--- config.mk ---
export PLATFORM = sky130hd
export DESIGN_NAME = axis_packet_arbiter
export DESIGN_NICKNAME = d
export VERILOG_FILES = /design/src/rtl/axis_packet_arbiter_pkg.sv /design/src/rtl/axis_packet_arbiter_rr_select.sv /design/src/rtl/axis_packet_arbiter.sv
export SDC_FILE = /design/constraint.sdc
export NUM_CORES = 1
export LEC_CHECK = 0
export CORE_MARGIN = 2
export CORE_UTILIZATION = 41
export CTS_BUF_LIST = sky130_fd_sc_hd__clkbuf_4 sky130_fd_sc_hd__clkbuf_8
export DETAILED_ROUTE_END_ITERATION = 6
export PLACE_DENSITY = 0.87
export SYNTH_ARGS = -nofsm -noshare
export SYNTH_HDL_FRONTEND = slang
export SYNTH_SLANG_ARGS = --single-unit
export TNS_END_PERCENT = 30
--- constraint.sdc ---
create_clock -name clk -period 3 [get_ports clk]
set_clock_uncertainty 0.1 [all_clocks]
set_input_delay 0.75 -clock clk [delete_from_list [all_inputs] [get_ports clk]]
set_output_delay 0.75 -clock clk [all_outputs]
set_load 0.02 [all_outputs]
--- src/rtl/axis_packet_arbiter_pkg.sv ---
// Shared definitions for the axis blocks: FSM state encoding and the clog2
// helper used to size index ports.
`ifndef AXIS_PACKET_ARBITER_PKG_SV
`define AXIS_PACKET_ARBITER_PKG_SV

package axis_packet_arbiter_pkg;

  typedef enum logic {
    ST_IDLE = 1'b0,
    ST_LOCK = 1'b1
  } arb_state_e;

  // Ceiling log2; the bound keeps 1<<i positive for any int argument.
  function automatic int clog2(input int value);
    int r;
    r = 0;
    for (int i = 0; i < 31; i++) begin
      if ((1 << i) < value) r = i + 1;
    end
    return r;
  endfunction

endpackage

`endif

--- src/rtl/axis_packet_arbiter_rr_select.sv ---
// Combinational round-robin picker: first asserted req scanning ptr+1,
// ptr+2, ... modulo SRC_NB.
module arb_rr_select #(
  parameter int SRC_NB   = 4,
  parameter int ID_WIDTH = 2
) (
  input  logic [SRC_NB-1:0]   req,
  input  logic [ID_WIDTH-1:0] ptr,
  output logic [ID_WIDTH-1:0] grant_idx,
  output logic                valid
);

  // Walk offsets from farthest to nearest so the nearest hit is written last.
  always_comb begin
    grant_idx = '0;
    valid     = 1'b0;
    for (int k = SRC_NB; k >= 1; k--) begin
      for (int j = 0; j < SRC_NB; j++) begin
        if (req[j] && (j == ((int'(ptr) + k) % SRC_NB))) begin
          grant_idx = ID_WIDTH'(j);
          valid     = 1'b1;
        end
      end
    end
  end

endmodule

--- src/rtl/axis_packet_arbiter.sv ---
// Packet-level round-robin arbiter: locks onto one source for a whole
// packet and forwards beats through a single registered output stage.
module axis_packet_arbiter
  import axis_packet_arbiter_pkg::*;
#(
  parameter int SRC_NB     = 4,
  parameter int DATA_WIDTH = 8,
  parameter int ID_WIDTH   = clog2(SRC_NB)
) (
  input  logic                         clk,
  input  logic                         rst,
  output logic [SRC_NB-1:0]            up_ready,
  input  logic [SRC_NB-1:0]            up_valid,
  input  logic [SRC_NB*DATA_WIDTH-1:0] up_data,
  input  logic [SRC_NB-1:0]            up_last,
  input  logic                         down_ready,
  output logic                         down_valid,
  output logic [DATA_WIDTH-1:0]        down_data,
  output logic                         down_last,
  output logic [ID_WIDTH-1:0]          down_id,
  output logic                         busy
);

  // Handshake: a beat moves on a rising edge where valid & ready are both
  // high on that side; the output stage holds while down_valid & ~down_ready.

  arb_state_e            state_q, state_n;
  logic [ID_WIDTH-1:0]   grant_q, grant_n;
  logic [ID_WIDTH-1:0]   ptr_q, ptr_n;
  logic [ID_WIDTH-1:0]   sel_idx;
  logic                  sel_valid;
  logic                  cur_valid;
  logic                  cur_last;
  logic [DATA_WIDTH-1:0] cur_data;
  logic                  lock_ready;
  logic                  xfer;

  arb_rr_select #(
    .SRC_NB   (SRC_NB),
    .ID_WIDTH (ID_WIDTH)
  ) u_select (
    .req       (up_valid),
    .ptr       (ptr_q),
    .grant_idx (sel_idx),
    .valid     (sel_valid)
  );

  always_comb begin
    cur_valid = 1'b0;
    cur_last  = 1'b0;
    cur_data  = '0;
    for (int i = 0; i < SRC_NB; i++) begin
      if (grant_q == ID_WIDTH'(i)) begin
        cur_valid = up_valid[i];
        cur_last  = up_last[i];
        cur_data  = up_data[i*DATA_WIDTH +: DATA_WIDTH];
      end
    end
  end

  // rst masks ready so a packet interrupted by reset cannot move another beat.
  assign lock_ready = (state_q == ST_LOCK) && !rst && (down_ready || !down_valid);
  assign xfer       = lock_ready && cur_valid;
  assign busy       = (state_q == ST_LOCK);

  always_comb begin
    up_ready = '0;
    for (int i = 0; i < SRC_NB; i++) begin
      up_ready[i] = lock_ready && (grant_q == ID_WIDTH'(i));
    end
  end

  always_comb begin
    state_n = state_q;
    grant_n = grant_q;
    ptr_n   = ptr_q;
    case (state_q)
      ST_IDLE: begin
        if (sel_valid) begin
          grant_n = sel_idx;
          state_n = ST_LOCK;
        end
      end
      ST_LOCK: begin
        if (xfer && cur_last) begin
          state_n = ST_IDLE;
          ptr_n   = grant_q;
        end
      end
      default: state_n = ST_IDLE;
    endcase
  end

  always_ff @(posedge clk) begin
    if (rst) begin
      state_q <= ST_IDLE;
      grant_q <= '0;
      ptr_q   <= ID_WIDTH'(SRC_NB - 1);
    end else begin
      state_q <= state_n;
      grant_q <= grant_n;
      ptr_q   <= ptr_n;
    end
  end

  always_ff @(posedge clk) begin
    if (rst) begin
      down_valid <= 1'b0;
      down_data  <= '0;
      down_last  <= 1'b0;
      down_id    <= '0;
    end else if (xfer) begin
      down_valid <= 1'b1;
      down_data  <= cur_data;
      down_last  <= cur_last;
      down_id    <= grant_q;
    end else if (down_ready) begin
      down_valid <= 1'b0;
    end
  end

endmodule

# Word level (Yosys, flattened, before mapping)
# Cells that the tools add are included.
classes:
  n_addsub: 4
  mul: 0
  div: 0
  magnitude_cmp: 0
  n_eq_ne: 15
  shifts: 0
  n_mux: 48
  n_bitwise: 5
  n_reduce_logical: 39
ops:
  columns: ["op", "count"]
  rows:
  - ["$logic_not A32 Y1", 4]
  - ["$mux W8", 4]
  - ["$mux W1", 29]
  - ["$mux W2", 14]
  - ["$eq A3 B3 Y1 const A", 8]
  - ["$logic_and A1 B1 Y1", 24]
  - ["$eq A2 B3 Y1 const A", 4]
  - ["$reduce_or A2 Y1", 4]
  - ["$add A2 B1 Y2 const B", 2]
  - ["$add A2 B2 Y2 const B", 2]
  - ["$and A1 B1 Y1 const A", 4]
  - ["$eq A2 B2 Y1 const B", 2]
  - ["$reduce_and A2 Y1", 2]
  - ["$eq A2 B1 Y1 const B", 1]
  - ["$logic_not A1 Y1", 2]
  - ["$logic_not A2 Y1", 1]
  - ["$pmux W1 S2", 1]
  - ["$reduce_bool A2 Y1", 1]
  - ["$logic_or A1 B1 Y1", 1]
  - ["$not A1 Y1", 1]
totals:
  register_bits: 17
  latch_bits: 0
  mem_bits_rw: 0
  romBits: 0
  inputBits: 43
  out_inout_bits: 17
  wordCells: 118
  n_memories: 0

# Depth between registers and ports, before layout
# Gate-level depths: netlist (run 1).
logic_depth:
  word_depth: 23
  ltp_mapped: 6

# By module
# From an unflattened synthesis (run 1), not the netlist that was laid out.
unflattened:
  hier_cells: 103
  hier_area_um2: 1033.5
by_module_without_submodules:
  columns: ["module", "n_inst", "cells_each", "area_per_inst_um2"]
  rows:
  - ["axis_packet_arbiter", 1, 89, 952.2]
  - ["arb_rr_select", 1, 14, 81.3]

# Least setup slack after synthesis (run 1)
# No wires, ideal clock.
synth_path:
  path_type: "input to output"
  startpoint: "input rst"
  endpoint: "output up_ready[0]"
  arrival_time_ns: 1.786
  path_slack_ns: 0.364
  stages: 4
  n_path_buf: 1
  cell_sequence: "clkbuf_1 > nor2b_1 > nand2_1 > nor3_1"
synth_via:
  elab_chain_cells: 4
synth_rtl:
  columns: ["element", "line_no", "text"]
  rows:
  - ["start: declaration", "axis_packet_arbiter.sv:11", "input logic rst,"]
  - ["$logic_not A1 Y1", "axis_packet_arbiter.sv:62", "assign lock_ready = (state_q == ST_LOCK) && !rst && (down_ready || !down_valid);"]
  - ["$logic_and A1 B1 Y1 (2 in a row)", "axis_packet_arbiter.sv:62", null]
  - ["$logic_and A1 B1 Y1", "axis_packet_arbiter.sv:69", "up_ready[i] = lock_ready && (grant_q == ID_WIDTH'(i));"]
  - ["end: declaration", "axis_packet_arbiter.sv:12", "output logic [SRC_NB-1:0] up_ready,"]
# No other way between the ends.

# Worst setup path after layout (run 1)
layout_path:
  startpoint: "input rst"
  endpoint: "output up_ready[2]"
# The elaborated chain is that of the path after synthesis.

==> summary.md, run 1 <==
| Metric | Value |
|---|---|
| Max Transition Viols Final | 0 |
| Max FO, Critical Path | 3 |
| Synth async-reset ratio | 0 |
| WP data required | between 2 and 2.5 ns |
| Tot GR Track Use | 0.215 |
| Net Count, Synth | 144 |
| Post-Synthesis Cell Area | 1010 µm² |
| Max-cap violations | 0 |
| Antenna Violating Nets Remaining | 0 |
| Switching power | 0.153 mW |
| CP startpoint kind | primary input |
| Core Box Area | 2280 µm² |
| Setup TNS | 0 ns |
| Synth top area cells | dfxtp_1 (34%), mux4_2 (20%), mux2i_1 (11%), nor2_1 (5.6%), a21oi_1 (3.5%) |
| Final HPWL from detailed placement | 2410 µm |
| H-tree lvl count | 1 |
| RD Place Congestion | 0.848 |
| Sequential cell area fraction in the yosys report | 0.337 |
| Die area | 2880 µm² |
| Unrepaired setup endpoints after global routing | false |
| Synth unique cells | 29 |
| Final period util | 0.942 |
| Clock tree sinks | 17 |
| Top FF cell, synth | dfxtp_1 |
| Yosys top cell area share | 0.337 |
| Non-filler cells, final | 191 |
| Drt pass-1 iters | 4 |
| Chip Width | between 50 and 60 µm |
| Tightest Hold Check Type | flop to flop |
| DP Area | 1630 µm² |
| Syn Area/Cell | 10.0 µm² |
| Initial antenna violation count | 0 |
| Setup Buffers After CTS | 0 |
| Cell taking the most area after synthesis | dfxtp_1 |
| Starting Density | 0.444 |
| DRC viols | 0 |
| Reg power frac | 0.447 |
| Total CTS buffers | 3 |
| Layout cells sized above 1 | 0.123 |
| Critical path endpoint category | output port |
| Achievable Freq | 354 MHz |
| Yosys warnings | 0 |
| Worst Path Arrival | 1.97 ns |
| Global route overflow | 0 |
| Chip Height | about 54 µm |
| Max-slew headroom | 0.649 |
| Initial DRC Count | 21 |
| Clock period minus worst slack | 2.82 ns |
| Resized cells post-CTS | 4 |
| VDD IR max | 0.239 mV |
| Vias | 1058 |
| Top post-synthesis cells by count | dfxtp_1 (17), nor2_1 (15), mux2i_1 (11) |
| Synth-to-layout area growth | 63.4% |
| Post-Place Cells | 187 |
| Number of fill cells | 163 |
| Syn Inst Count | a little over 100 |
| Hold-fix buffers, CTS | 0 |
| IO Port Bufs | 59 |
| Number of setup violations in the final report | 0 |
| Post-synth EDFFs | 0 |
| Outcome | finished clean |
| Crit Path Class | primary input to output port |
| Leak | 0.665 nW |
| FF+latch count, synth | 17 |
| P per Cell Area | 335 nW/µm² |
| Wirelength per Cell | 15.7 µm |
| Worst-margin pin slew | 0.522 ns |
| Row cnt | 17 |
| Final Total Pwr | 0.554 mW |
| Vias in the first global route | approximately 1000 |
| Nets | 207 |
| I/O Pins | 60 |
| Most frequent cell after synthesis | dfxtp_1 |
| Pin count of the biggest net entering global routing | 18 |
| Clock Power Share | 0.218 |
| CTS tree | done |
| Pint | 0.400 mW |
| CTS Root Cell | clkbuf_4 |
| Clock Tree Buf Depth | 2 |
| First-pass GRT wire length | 4380 µm |
| Final WL | 2990 µm |
| Clock transition at path regs | around 0.1 ns |
| Switch share | 0.277 |
| Comb power frac | 0.334 |
| Via-to-Cell Ratio | 5.54 |
| Fin. Hold Viols | 0 |
| Layout Cell Area excl Fill | 1650 µm² |
| # diodes | 0 |
| Worst-Skew Late Latency | 0.29 ns |
==> cells by family after synthesis <==
kind of cell,Yosys count,synth area share
flops,17,0.337
compound gates,18,0.115
simple gates,35,0.172
buf+inv,11,0.0668
mux,20,0.309
==> power by group through the flow <==
stage | clock network [mW] | registers [mW] | logic [mW]
finish | 0.121 | 0.248 | 0.185
global route | 0.137 | 0.249 | 0.197
CTS | 0.123 | 0.248 | 0.186
detailed placement | 0 | 0.253 | 0.187
global placement | 0 | 0.252 | 0.180
floorplan | 0 | 0.259 | 0.0884
==> flip-flops by register name, summed over array words and instances, names as in the netlist <==
register and count:
down_last 1, busy 1, down_valid 1, ptr_q 2, down_data 8, down_id 2
grant_q 2
==> layout by cell type, fill, tap and decap left out, types with 2 or more instances in the layout <==
master           netlist  final
nand2b_1               3      3
o22a_1                 2      2
mux2i_1               11     11
nand3_1                4      4
inv_1                  4      4
and3b_1                2      2
mux4_2                 9      9
a31oi_1                2      2
buf_4                  0      6
clkbuf_4               0      3
nor3_1                 3      3
dlygate4sd2_1          0      4
nor2_1                15     15
a21oi_1                7      7
dfxtp_1               17     17
clkdlybuf4s50_1        0     55
nand2_1                3      3
o21ai_0                2      2
==> worst paths after layout <==
kind,start,endpoint,slack [ns],depth (start not counted)
worst max-delay path,rst,up_ready[2],0.18,5
worst min-delay path,down_id[1],down_id[1],0.36,2
worst max register to register,grant_q[0],down_data[3],0.92,5
worst min register to register,down_id[1],down_id[1],0.36,2
==> critical path, cell delays in order <==
cell,delay [ns]
clkdlybuf4s50_1,0.42
nor2b_1,0.19
nand2_1,0.11
nor3_1,0.14
dlygate4sd2_1,0.36
==> routing by layer <==
| metal | vias up | track usage | wire, µm |
|---|---|---|---|
| met1 | 483 | 0.199 | 1060 |
| met3 | 6 | 0.0556 | 326 |
| met4 | 0 | 0.0769 | 31 |
| met2 | 67 | 0.438 | 1570 |
| li1 | 502 | - | - |
| met5 | - | 0 | 0 |
==> per-stage QoR <==
step / hold WS, ns / util / worst slack (ns)
floorplan: 0.392 / - / 0.364
global route: 0.393 / 0.726 / 0.109
finish: 0.360 / 0.726 / 0.175
global placement: 0.346 / 0.716 / -0.0594
CTS: 0.363 / 0.726 / 0.165
detailed placement: 0.349 / 0.716 / -0.106
==> area by class of cell <==
cell class	instances	area [µm²]	area share
clock buffer	3	22.5	0.0136
multi-input combinational	73	603	0.365
inverter	4	15.0	0.00909
timing repair buffer	65	631	0.382
sequential	17	340	0.206
tap	28	35.0	0.0212
clock inverter	1	5.00	0.00303
Power figures use the tool's default switching activity.
==> run 2: changes to the inputs <==
--- a/config.mk
+++ b/config.mk
@@ -5,9 +5,11 @@
 export SDC_FILE = /design/constraint.sdc
 export NUM_CORES = 1
 export LEC_CHECK = 0
+export ABC_AREA = 1
 export CORE_MARGIN = 2
-export CORE_UTILIZATION = 41
+export CORE_UTILIZATION = 43
 export CTS_BUF_LIST = sky130_fd_sc_hd__clkbuf_4 sky130_fd_sc_hd__clkbuf_8
+export CTS_CLUSTER_DIAMETER = 30
 export DETAILED_ROUTE_END_ITERATION = 6
 export PLACE_DENSITY = 0.87
 export SYNTH_ARGS = -nofsm -noshare
==> summary.md, run 2 <==
| Metric | Value |
|---|---|
| Clock Power Share | 0.176 |
| Net Count, Synth | 220 |
| Synth unique cells | 26 |
| Post-Synthesis Cell Area | between 1000 and 1500 µm² |
| Syn Area/Cell | 6.26 µm² |
| Pint | 0.437 mW |
| Clock Tree Buf Depth | 2 |
| Core Box Area | 2450 µm² |
| Number of setup violations in the final report | 0 |
| Slowest CP cell | clkdlybuf4s50_1 |
| I/O Pins | 60 |
| Global route overflow | 0 |
| H-tree lvl count | 1 |
| Post-Place Cells | 261 |
| Crit Path Class | primary input to output port |
| Die area | 3000 µm² |
| Max-slew headroom | 0.706 |
| WP data required | 2.15 ns |
| Clock transition at path regs | 0.10 ns |
| Final WL | 3190 µm |
| Reg power frac | 0.397 |
| Switching power | about 0.26 mW |
| Vias in the first global route | 1210 |
| Most frequent cells in the layout | nand2_1 (56), clkdlybuf4s50_1 (55), nand3_1 (21) |
| RD Place Congestion | 0.898 |
| Pin count of the biggest net entering global routing | 16 |
| Post-layout util | 0.702 |
| Max reg flops | 8 |
| Row cnt | 18 |
| Leak | 0.776 nW |
| Commonest non-fill, non-tap cell in the layout | nand2_1 |
| Worst Path Arrival | around 2.0 ns |
| Slowest stage delay, CP | approximately 0.44 ns |
| Final period util | 0.950 |
| Final HPWL from detailed placement | 2510 µm |
| # diodes | 0 |
| Max-cap violations | 0 |
| Non-filler cells, final | 265 |
| Layout Cell Area excl Fill | 1720 µm² |
| Starting Density | 0.452 |
| Synth async-reset ratio | 0 |
| Syn Inst Count | approximately 180 |
| Final Total Pwr | between 0.6 and 0.7 mW |
| CTS Root Cell | clkbuf_4 |
| IO Port Bufs | 59 |
| DRC viols | 0 |
| Chip Width | 54.8 µm |
| Via-to-Cell Ratio | about 5.2 |
| Vias | 1375 |
| Clock tree sinks | 17 |
| Unrepaired setup endpoints after global routing | false |
| Initial antenna violation count | 0 |
| Yosys warnings | 0 |
| Tightest Hold Check Type | flop to flop |
| DP Area | 1700 µm² |
| Clock period minus worst slack | 2.85 ns |
| Post-synth EDFFs | 0 |
| Comb power frac | 0.427 |
| Critical path endpoint category | output port |
| Most frequent cell after synthesis | nand2_1 |
| CP startpoint kind | primary input |
| Largest Register | down_data |
| Delay-heaviest family, CP | buffers and inverters |
| Synth top area cells | dfxtp_1 (31%), nand2_1 (19%), nand3_1 (9.5%), a21oi_1 (5.9%), o21ai_1 (5.0%) |
| Wirelength per Cell | approximately 12 µm |
| Register-to-register setup slack | around 0.9 ns |
| Tot GR Track Use | 0.226 |
| CP cell instances | clkdlybuf4s50_1 -> nor3_2 -> inv_2 -> nor3_1 -> dlygate4sd2_1 |
| FF+latch count, synth | 17 |
| Layout cells sized above 1 | 0.0766 |
| Worst-Skew Late Latency | 0.30 ns |
| Chip Height | 54.8 µm |
| Drt pass-1 iters | 5 |
| Synth-to-layout area growth | 55.5% |
| CP Buf/Inv Count | 3 |
| Yosys top cell area share | 0.307 |
| Switch share | 0.369 |
| CTS tree | done |
| Initial DRC Count | 23 |
| Max FO, Critical Path | 4 |
| VDD IR max | 0.271 mV |
| Number of fill cells | 209 |
| Outcome | finished clean |
| Fin. Hold Viols | 0 |
| First-pass GRT wire length | slightly below 5000 µm |
| Worst-margin pin slew | about 0.44 ns |
| Max Transition Viols Final | 0 |
| P per Cell Area | 402 nW/µm² |
| Hold-fix buffers, CTS | 0 |
| Top FF cell, synth | dfxtp_1 |
| Sequential cell area fraction in the yosys report | 0.307 |
| Total CTS buffers | 3 |
| Achievable Freq | 351 MHz |
| Nets | 279 |
| Top post-synthesis cells by count | nand2_1 (56), nand3_1 (21), dfxtp_1 (17) |
| Antenna Violating Nets Remaining | 0 |
| Cell taking the most area after synthesis | dfxtp_1 |
==> run 2: path summary, 6_finish.rpt <==
check	from	cells after the start	end
min reg2reg	busy	2	busy
max reg2reg	grant_q[0]	9	down_data[2]
max	rst	5	up_ready[1]
min	busy	2	busy
==> run 2: worst reg2reg max path, cell delays in order (launching register included) <==
cell     delay, ns
dfxtp_1       0.60
inv_2         0.13
nand2_1       0.15
o22ai_1       0.08
nor2_1        0.16
nand3_1       0.14
nand2_2       0.25
buf_4         0.22
o21ai_1       0.07
a31oi_1       0.16
==> run 2: metrics by stage <==
| stage | setup TNS, ns | worst slack [ns] | hold slack [ns] |
|---|---|---|---|
| 6_report | 0 | 0.149 | 0.392 |
| 5_1_grt | 0 | 0.0691 | 0.415 |
| 4_1_cts | 0 | 0.136 | 0.394 |
| 3_5_place_dp | -0.390 | -0.155 | 0.379 |
| 3_3_place_gp | -0.300 | -0.122 | 0.371 |
| 2_1_floorplan | 0 | 0.651 | 0.393 |
==> run 2: kinds of logic (layout without fill, tap and decap cells) <==
family / Yosys count / count (layout) / synth area share
DFF: 17 / 17 / 0.307
buffers and inverters: 22 / 80 / 0.0959
and+or+nand+nor: 98 / 98 / 0.384
AOI/OAI and AO/OA: 40 / 40 / 0.213
==> run 2: area by class of cell <==
class | instances | area (µm²) | area share
Tap cell | 30 | 37.5 | 0.0218
Clock inverter | 1 | 5.00 | 0.00290
Clock buffer | 3 | 22.5 | 0.0131
Sequential cell | 17 | 340 | 0.197
Inverter | 15 | 56.3 | 0.0327
Multi-Input combinational cell | 138 | 662 | 0.384
Timing Repair Buffer | 61 | 601 | 0.348
==> run 2: power by group through the flow <==
| stage | Clock [mW] | Combinational (mW) | Sequential, mW |
|---|---|---|---|
| CTS | 0.125 | 0.297 | 0.274 |
| finish | 0.122 | 0.296 | 0.275 |
| detailed placement | 0 | 0.297 | 0.280 |
| global route | 0.136 | 0.329 | 0.279 |
| global placement | 0 | 0.295 | 0.279 |
| floorplan | 0 | 0.162 | 0.289 |
==> run 2: repair_timing <==
action	in CTS	in global routing
buffers inserted	0	0
setup endpoints to repair	4	0
hold endpoints to repair	0	0
resized for setup	4	0
==> run 2: metal layers <==
metal	global-route usage	share of wire
met1	0.278	0.42
met2	0.383	0.49
met3	0.0628	0.076
met4	0.0625	0.013
met5	0	0
==> run 3: changes to the inputs <==
--- a/config.mk
+++ b/config.mk
@@ -9,7 +9,6 @@
 export CORE_MARGIN = 2
 export CORE_UTILIZATION = 43
 export CTS_BUF_LIST = sky130_fd_sc_hd__clkbuf_4 sky130_fd_sc_hd__clkbuf_8
-export CTS_CLUSTER_DIAMETER = 30
 export DETAILED_ROUTE_END_ITERATION = 6
 export PLACE_DENSITY = 0.87
 export SYNTH_ARGS = -nofsm -noshare
==> results of run 3 <==
Final layout, timing and power as in run 2 (identical DEF).
